## src/rtl/logic_seq_ctrl_pkg.sv

```systemverilog
// Shared types and default constants for the job sequencer.
// Imported by the watchdog, the controller and anything that decodes its state.
package logic_seq_ctrl_pkg;

   typedef enum logic [2:0] {
      ST_IDLE    = 3'd0,
      ST_LOAD    = 3'd1,
      ST_COMPUTE = 3'd2,
      ST_READ    = 3'd3,
      ST_FIN     = 3'd4,
      ST_ERR     = 3'd5
   } seq_state_e;

   localparam int unsigned DEF_NUM_READ = 32'd16;
   localparam int unsigned DEF_TIMEOUT  = 32'd255;

   function automatic logic is_busy(input seq_state_e s);
      return (s == ST_LOAD) || (s == ST_COMPUTE) || (s == ST_READ) || (s == ST_FIN);
   endfunction

endpackage

```

## src/rtl/logic_seq_ctrl_if.sv

```systemverilog
// Host / X-buffer / ALU / SRAM signal bundle of the job sequencer.
// The sequencer uses the slave view; the host or bench drives through the master view.
interface logic_seq_ctrl_if;

   logic       start;
   logic       x_in_valid;
   logic [7:0] x_in;
   logic       xload_done;
   logic       ALU_done;
   logic       ry;
   logic [8:0] read_data;

   logic       input_load_en;
   logic       valid_input;
   logic [7:0] X_load;
   logic       ALU_en;
   logic       cs_n;
   logic [7:0] rd_addr;
   logic [8:0] result_data;
   logic       result_valid;
   logic       busy;
   logic       done;
   logic       error;

   modport master (
      output start, x_in_valid, x_in, xload_done, ALU_done, ry, read_data,
      input  input_load_en, valid_input, X_load, ALU_en, cs_n, rd_addr,
             result_data, result_valid, busy, done, error
   );

   modport slave (
      input  start, x_in_valid, x_in, xload_done, ALU_done, ry, read_data,
      output input_load_en, valid_input, X_load, ALU_en, cs_n, rd_addr,
             result_data, result_valid, busy, done, error
   );

endinterface

```

## src/rtl/logic_seq_ctrl_wdog.sv

```systemverilog
// seq_wdog: per-phase cycle counter; expired marks the TIMEOUT-th cycle spent
// in the current phase (or since the last read capture).
module seq_wdog
   import logic_seq_ctrl_pkg::*;
#(
   parameter int unsigned TIMEOUT = DEF_TIMEOUT
) (
   input  logic clk,
   input  logic rst,
   input  logic clear,
   input  logic enable,
   output logic expired
);

   localparam int unsigned W    = $clog2(TIMEOUT + 32'd1);
   localparam logic [W-1:0] LAST = W'(TIMEOUT - 32'd1);

   logic [W-1:0] cnt_q;
   logic [W-1:0] cnt_d;

   // Next count: clear wins, then count up, saturating at the expiry value
   always_comb begin
      cnt_d = cnt_q;
      if (clear) begin
         cnt_d = '0;
      end else if (enable && (cnt_q != LAST)) begin
         cnt_d = cnt_q + 1'b1;
      end else begin
         cnt_d = cnt_q;
      end
   end

   // Count register
   always_ff @(posedge clk) begin
      if (rst) begin
         cnt_q <= '0;
      end else begin
         cnt_q <= cnt_d;
      end
   end

   assign expired = enable && (cnt_q == LAST);

endmodule

```

## src/rtl/logic_seq_ctrl.sv

```systemverilog
// Job sequencer: load X samples, run the ALU, read NUM_READ result words back
// from SRAM, with a per-phase watchdog that parks the block in a sticky error state.
module logic_seq_ctrl
   import logic_seq_ctrl_pkg::*;
#(
   parameter int unsigned NUM_READ = DEF_NUM_READ,
   parameter int unsigned TIMEOUT  = DEF_TIMEOUT
) (
   input  logic            clk,
   input  logic            rst,
   logic_seq_ctrl_if.slave bus
);

   localparam logic [7:0] LAST_ADDR = 8'(NUM_READ - 32'd1);

   seq_state_e state_q, state_d;
   logic [7:0] rd_addr_q, rd_addr_d;
   logic [8:0] result_data_q, result_data_d;
   logic       result_valid_q, result_valid_d;
   logic       input_load_en_q, input_load_en_d;
   logic       valid_input_q, valid_input_d;
   logic [7:0] x_load_q, x_load_d;
   logic       alu_en_q, alu_en_d;
   logic       cs_n_q, cs_n_d;
   logic       busy_q, busy_d;
   logic       done_q, done_d;
   logic       error_q, error_d;

   logic       capture_s;
   logic       wdog_clear_s;
   logic       wdog_en_s;
   logic       wdog_expired_s;

   seq_wdog #(.TIMEOUT(TIMEOUT)) u_wdog (
      .clk     (clk),
      .rst     (rst),
      .clear   (wdog_clear_s),
      .enable  (wdog_en_s),
      .expired (wdog_expired_s)
   );

   // Next state, read pointer and capture; completion events are tested before expiry
   always_comb begin
      state_d       = state_q;
      rd_addr_d     = rd_addr_q;
      result_data_d = result_data_q;
      capture_s     = 1'b0;
      case (state_q)
         ST_IDLE: begin
            rd_addr_d = 8'd0;
            if (bus.start) state_d = ST_LOAD;
            else           state_d = ST_IDLE;
         end
         ST_LOAD: begin
            if (bus.xload_done)      state_d = ST_COMPUTE;
            else if (wdog_expired_s) state_d = ST_ERR;
            else                     state_d = ST_LOAD;
         end
         ST_COMPUTE: begin
            if (bus.ALU_done)        state_d = ST_READ;
            else if (wdog_expired_s) state_d = ST_ERR;
            else                     state_d = ST_COMPUTE;
         end
         ST_READ: begin
            if (bus.ry) begin
               capture_s     = 1'b1;
               result_data_d = bus.read_data;
               if (rd_addr_q == LAST_ADDR) begin
                  rd_addr_d = 8'd0;
                  state_d   = ST_FIN;
               end else begin
                  rd_addr_d = rd_addr_q + 8'd1;
                  state_d   = ST_READ;
               end
            end else if (wdog_expired_s) begin
               state_d = ST_ERR;
            end else begin
               state_d = ST_READ;
            end
         end
         ST_FIN: begin
            state_d = ST_IDLE;
         end
         ST_ERR: begin
            if (bus.start) begin
               state_d   = ST_LOAD;
               rd_addr_d = 8'd0;
            end else begin
               state_d = ST_ERR;
            end
         end
         default: begin
            state_d   = ST_IDLE;
            rd_addr_d = 8'd0;
         end
      endcase

      // Outputs are decoded from the next state so they line up with the registered state
      input_load_en_d = (state_d == ST_LOAD);
      valid_input_d   = (state_d == ST_LOAD) && bus.x_in_valid;
      x_load_d        = bus.x_in;
      alu_en_d        = (state_d == ST_COMPUTE);
      cs_n_d          = (state_d != ST_READ);
      busy_d          = is_busy(state_d);
      done_d          = (state_d == ST_FIN);
      error_d         = (state_d == ST_ERR);
      result_valid_d  = capture_s;
   end

   assign wdog_en_s    = (state_q == ST_LOAD) || (state_q == ST_COMPUTE) || (state_q == ST_READ);
   assign wdog_clear_s = (state_d != state_q) || capture_s || (state_q == ST_IDLE);

   // State and registered outputs
   always_ff @(posedge clk) begin
      if (rst) begin
         state_q         <= ST_IDLE;
         rd_addr_q       <= 8'd0;
         result_data_q   <= 9'd0;
         result_valid_q  <= 1'b0;
         input_load_en_q <= 1'b0;
         valid_input_q   <= 1'b0;
         x_load_q        <= 8'd0;
         alu_en_q        <= 1'b0;
         cs_n_q          <= 1'b1;
         busy_q          <= 1'b0;
         done_q          <= 1'b0;
         error_q         <= 1'b0;
      end else begin
         state_q         <= state_d;
         rd_addr_q       <= rd_addr_d;
         result_data_q   <= result_data_d;
         result_valid_q  <= result_valid_d;
         input_load_en_q <= input_load_en_d;
         valid_input_q   <= valid_input_d;
         x_load_q        <= x_load_d;
         alu_en_q        <= alu_en_d;
         cs_n_q          <= cs_n_d;
         busy_q          <= busy_d;
         done_q          <= done_d;
         error_q         <= error_d;
      end
   end

   assign bus.input_load_en = input_load_en_q;
   assign bus.valid_input   = valid_input_q;
   assign bus.X_load        = x_load_q;
   assign bus.ALU_en        = alu_en_q;
   assign bus.cs_n          = cs_n_q;
   assign bus.rd_addr       = rd_addr_q;
   assign bus.result_data   = result_data_q;
   assign bus.result_valid  = result_valid_q;
   assign bus.busy          = busy_q;
   assign bus.done          = done_q;
   assign bus.error         = error_q;

endmodule

```

## src/flat_wrapper.sv

```systemverilog
// flat-port wrapper written by rule: the top's interface ports become plain ports
module logic_seq_ctrl_flat import logic_seq_ctrl_pkg::*;
#(
   parameter int unsigned NUM_READ = DEF_NUM_READ,
   parameter int unsigned TIMEOUT  = DEF_TIMEOUT
)
  (clk, rst, bus_start, bus_x_in_valid, bus_x_in, bus_xload_done, bus_ALU_done, bus_ry, bus_read_data, bus_input_load_en, bus_valid_input, bus_X_load, bus_ALU_en, bus_cs_n, bus_rd_addr, bus_result_data, bus_result_valid, bus_busy, bus_done, bus_error);
  logic_seq_ctrl_if bus_i ();
  input  logic clk;
  input  logic rst;
  input wire logic [$bits(bus_i.start)-1:0] bus_start;
  input wire logic [$bits(bus_i.x_in_valid)-1:0] bus_x_in_valid;
  input wire logic [$bits(bus_i.x_in)-1:0] bus_x_in;
  input wire logic [$bits(bus_i.xload_done)-1:0] bus_xload_done;
  input wire logic [$bits(bus_i.ALU_done)-1:0] bus_ALU_done;
  input wire logic [$bits(bus_i.ry)-1:0] bus_ry;
  input wire logic [$bits(bus_i.read_data)-1:0] bus_read_data;
  output wire logic [$bits(bus_i.input_load_en)-1:0] bus_input_load_en;
  output wire logic [$bits(bus_i.valid_input)-1:0] bus_valid_input;
  output wire logic [$bits(bus_i.X_load)-1:0] bus_X_load;
  output wire logic [$bits(bus_i.ALU_en)-1:0] bus_ALU_en;
  output wire logic [$bits(bus_i.cs_n)-1:0] bus_cs_n;
  output wire logic [$bits(bus_i.rd_addr)-1:0] bus_rd_addr;
  output wire logic [$bits(bus_i.result_data)-1:0] bus_result_data;
  output wire logic [$bits(bus_i.result_valid)-1:0] bus_result_valid;
  output wire logic [$bits(bus_i.busy)-1:0] bus_busy;
  output wire logic [$bits(bus_i.done)-1:0] bus_done;
  output wire logic [$bits(bus_i.error)-1:0] bus_error;
  assign bus_i.start = bus_start;
  assign bus_i.x_in_valid = bus_x_in_valid;
  assign bus_i.x_in = bus_x_in;
  assign bus_i.xload_done = bus_xload_done;
  assign bus_i.ALU_done = bus_ALU_done;
  assign bus_i.ry = bus_ry;
  assign bus_i.read_data = bus_read_data;
  assign bus_input_load_en = bus_i.input_load_en;
  assign bus_valid_input = bus_i.valid_input;
  assign bus_X_load = bus_i.X_load;
  assign bus_ALU_en = bus_i.ALU_en;
  assign bus_cs_n = bus_i.cs_n;
  assign bus_rd_addr = bus_i.rd_addr;
  assign bus_result_data = bus_i.result_data;
  assign bus_result_valid = bus_i.result_valid;
  assign bus_busy = bus_i.busy;
  assign bus_done = bus_i.done;
  assign bus_error = bus_i.error;
  logic_seq_ctrl #(.NUM_READ(NUM_READ), .TIMEOUT(TIMEOUT)) u_core (.clk(clk), .rst(rst), .bus(bus_i));
endmodule
```

## config.mk

```make
export PLATFORM = sky130hd
export DESIGN_NAME = logic_seq_ctrl_flat
export DESIGN_NICKNAME = d
export VERILOG_FILES = /design/src/rtl/logic_seq_ctrl_pkg.sv /design/src/rtl/logic_seq_ctrl_if.sv /design/src/rtl/logic_seq_ctrl_wdog.sv /design/src/rtl/logic_seq_ctrl.sv /design/src/flat_wrapper.sv
export SDC_FILE = /design/constraint.sdc
export NUM_CORES = 1
export LEC_CHECK = 0
export CORE_MARGIN = 2
export CORE_UTILIZATION = 35
export CTS_CLUSTER_SIZE = 25
export DETAILED_ROUTE_END_ITERATION = 8
export GPL_TIMING_DRIVEN = 1
export PLACE_DENSITY = 0.72
export SLEW_MARGIN = 20
export SYNTH_ARGS = -nofsm -noshare
export SYNTH_HDL_FRONTEND = slang
export SYNTH_HIERARCHICAL = 1
export SYNTH_SLANG_ARGS = --single-unit
```

## constraint.sdc

```tcl
create_clock -name clk -period 3.8 [get_ports clk]
set_clock_uncertainty 0.15 [all_clocks]
set_input_delay 0.76 -clock clk [delete_from_list [all_inputs] [get_ports clk]]
set_output_delay 0.76 -clock clk [all_outputs]
set_load 0.05 [all_outputs]
```

==> results.py <==
metrics = {
    "outcome": {
        "status": "completed",
    },
    "floorplanning": {
        "dieArea_um2": 5950,
        "initial_utilization_pct": 36.4,
        "die_w_um": 77.1,
        "coreArea_um2": 5140,
        "rows": 26,
        "boundaryPins": 57,
        "die_h_um": 77.1,
    },
    "worst_hold_path": {
        "holdPathEnd": "u_core/bus.result_data[7]$_SDFFE_PP0P_",
        "min_path_cells": 2,
        "min_path_type": "reg -> reg",
        "worstHoldStart": "u_core/bus.result_data[7]$_SDFFE_PP0P_",
    },
    "synth": {
        "yosys.area.top_type_share_pct": 47.1,
        "yosysTopAreaCell": "dfxtp_1",
        "seq_area_frac_synth_pct": 47.1,
        "synth_area_leaders": "dfxtp_1 47%, nand2_1 6.0%, a21oi_1 5.1%, nor2b_1 3.7%, nor2_1 2.8%",
        "synth_nets": 240,
        "synth_edf_count": 0,
        "synth_seq_cells": 44,
        "syn_avg_cell_area_um2": 8.78,
        "ys.flop_type": "dfxtp_1",
        "synthesis.area_um2": 1870,
        "async_flop_share_pct": 0,
        "ys_warn_count": 6,
        "yosysUniqueCellTypes": 50,
        "synthCells": 213,
    },
    "placement": {
        "placed_cells": 331,
        "hpwlAfterDp_mm": 3.03,
        "gp_congestion": 0.803,
        "port_buffers": 56,
    },
    "timing": {
        "fmax_ghz": 0.320,
        "worst_pin_slew_ps": 757,
        "relSlewSlack_pct": 49.5,
        "slew_viol_final": 0,
        "finalCriticalPeriod_ps": 3120,
        "rsz0062_at_grt": "false",
        "setup-violations-final": 0,
        "final_hold_viol_count": 0,
        "tns_ps": 0,
        "min_period_over_period_pct": 82.2,
        "holdWs_ps": 307,
    },
    "routing": {
        "drt_first_pass_iters": 4,
        "drt_iter0_drc": 73,
        "drt_drc_violations_left": 0,
        "wl_met2_mm": 2.07,
        "maxUsedRoutingLayer": "met4",
        "routedWlPerCell_um": 12.5,
        "wirelength_mm": 4.24,
        "via_count": 1683,
        "wl_met3_um": 217,
        "final_antenna_net_count": 0,
        "wl_met1_mm": 1.88,
        "vias_per_cell": 4.96,
    },
    "critical_path": {
        "worst-r2r-cell-count": 11,
        "critPathMaxFanout": 6,
        "crit_type": "reg -> reg",
        "critPathLaunchType": "flop",
        "worstPathRequired_ps": 3880,
        "reg2reg_to": "u_core/u_wdog/cnt_q[4]$_SDFFE_PP0P_",
        "worst-r2r-setup-slack_ps": 680,
        "r2r_start": "u_core/u_wdog/cnt_q[0]$_SDFFE_PP0P_",
        "end_kind": "flop",
        "arrival_ps": 3200,
    },
    "clocking": {
        "htree_levels": 2,
        "cts_setup_buffers": 0,
        "cts_buffer_depth": 2,
        "cts_root_buf": "clkbuf_8",
        "clock_latency_ps": 280,
        "clk_pin_slew_ps": 90,
        "cts_hold_buf": 0,
        "cts_num_sinks": 44,
        "cts_tree": "built",
        "cts_resized": 0,
        "numCtsBuffers": 5,
    },
    "power_and_ir_drop": {
        "power.density_nw_per_um2": 397,
        "clkPwrFrac_pct": 36.2,
        "intPower_uw": 761,
        "p_sw_uw": 268,
        "seqPwrFrac_pct": 47.4,
        "leakage_nw": 0.928,
        "p_comb_share_pct": 16.4,
        "switching_share_pct": 26.1,
        "vdd_drop_max_v": 0.000196,
    },
    "global_route": {
        "grt_usage_pct": 15.2,
        "grt.overflow.total": 0,
        "grt_pass1_vias": 1551,
        "grt_max_degree": 31,
        "grt_antenna_before_repair": 0,
        "grt_pass1_wl_mm": 7.26,
    },
    "final_layout": {
        "area_growth_pct": 38.5,
        "finalNetCount": 295,
        "drive_gt1_share_pct": 5.20,
        "final_cells": 339,
        "diodes": 0,
    },
    "run": {
        "cap_viol_max_count": 0,
    },
}
state kept, by name, summed over array words and instances (netlist names):
signal / flops
u_core/bus.input_load_en: 1
u_core/u_wdog/cnt_q: 8
u_core/bus.busy: 1
u_core/bus.error: 1
u_core/bus.done: 1
u_core/bus.cs_n: 1
u_core/bus.valid_input: 1
u_core/bus.ALU_en: 1
u_core/bus.rd_addr: 8
u_core/state_q: 3
u_core/bus.result_valid: 1
u_core/bus.result_data: 9
u_core/bus.X_load: 8
kinds of logic after synthesis:
kind of cell | count (synthesis) | share of synthesized area (%)
simple gates | 98 | 27.5
compound gates | 45 | 15.7
flops | 44 | 47.1
buf+inv | 17 | 4.88
xor+xnor | 5 | 2.34
fa+ha+maj | 3 | 2.01
mux | 1 | 0.535
cell usage after synthesis (4+ instances only):
master / n
a21oi_1: 19
a31oi_1: 4
and2_1: 5
and3_1: 4
clkbuf_1: 5
dfxtp_1: 44
inv_1: 7
nand2_1: 30
nand3_1: 9
nor2_1: 14
nor2b_1: 11
o21ai_0: 4
stage by stage:
stage / utilization [%] / setup slack [ps] / cell area (µm²) / power (mW)
2_1_floorplan: - / 749 / 1870 / 0.610
6_report: 50.4 / 675 / 2590 / 1.03
3_3_place_gp: 48.0 / 684 / 2470 / 0.667
4_1_cts: 50.4 / 686 / 2590 / 1.04
3_5_place_dp: 48.0 / 654 / 2470 / 0.669
5_1_grt: 50.4 / 483 / 2590 / 1.09
final cells by class:
class                   count  area [µm²]
fillers                   524        2550
repair buffers             58         576
clock buffers               6        82.6
flip-flops and latches     44         881
inverters                   7        26.3
well taps                  70        87.6
clock inverters             2        38.8
multi-input cells         152         898
power by group through the flow:
| stage | registers, mW | logic, mW | clock network (mW) |
|---|---|---|---|
| 2_1_floorplan | 0.539 | 0.0717 | 0 |
| 3_3_place_gp | 0.499 | 0.168 | 0 |
| 3_5_place_dp | 0.499 | 0.170 | 0 |
| 4_1_cts | 0.488 | 0.170 | 0.385 |
| 5_1_grt | 0.491 | 0.183 | 0.412 |
| 6_report | 0.488 | 0.169 | 0.372 |
worst max path at each step:
stage	startpoint	to	slack, ps	cells after the start
4_1_cts	u_core/u_wdog/cnt_q[0]$_SDFFE_PP0P_	u_core/u_wdog/cnt_q[4]$_SDFFE_PP0P_	690	11
2_1_floorplan	u_core/u_wdog/cnt_q[0]$_SDFFE_PP0P_	u_core/u_wdog/cnt_q[4]$_SDFFE_PP0P_	750	12
5_1_grt	u_core/u_wdog/cnt_q[0]$_SDFFE_PP0P_	u_core/u_wdog/cnt_q[4]$_SDFFE_PP0P_	480	11
3_3_place_gp	bus_ry	u_core/u_wdog/cnt_q[4]$_SDFFE_PP0P_	680	8
3_5_place_dp	bus_ry	u_core/u_wdog/cnt_q[4]$_SDFFE_PP0P_	650	8
6_report	u_core/u_wdog/cnt_q[0]$_SDFFE_PP0P_	u_core/u_wdog/cnt_q[4]$_SDFFE_PP0P_	680	11
metal layers:
layer	vias to the layer above	GRT usage, %
met1	778	18.9
met2	48	25.2
li1	853	-
met5	-	0
met4	0	5.89
met3	4	4.00
cells in the final DEF (no fill, tap or decap), types with 4 or more instances in the layout:
cell	n
clkbuf_8	6
nor2_1	14
and3_1	4
a31oi_1	4
dfxtp_1	44
nand3_1	9
nand2_1	30
clkdlybuf4s50_1	56
inv_1	7
and2_1	5
o21ai_0	4
nor2b_1	11
a21oi_1	19
critical path, cell delays in order, from the launching register on:
cell      delay, ps
dfxtp_1         390
inv_1            80
ha_1            240
and3_1          260
and3_1          240
nor2b_1         140
a31oi_1         190
o221ai_1        160
o41a_1          450
or2_1           300
a2111o_1        410
o21ai_2          60
Note: power is estimated with default switching activity, not from simulation.
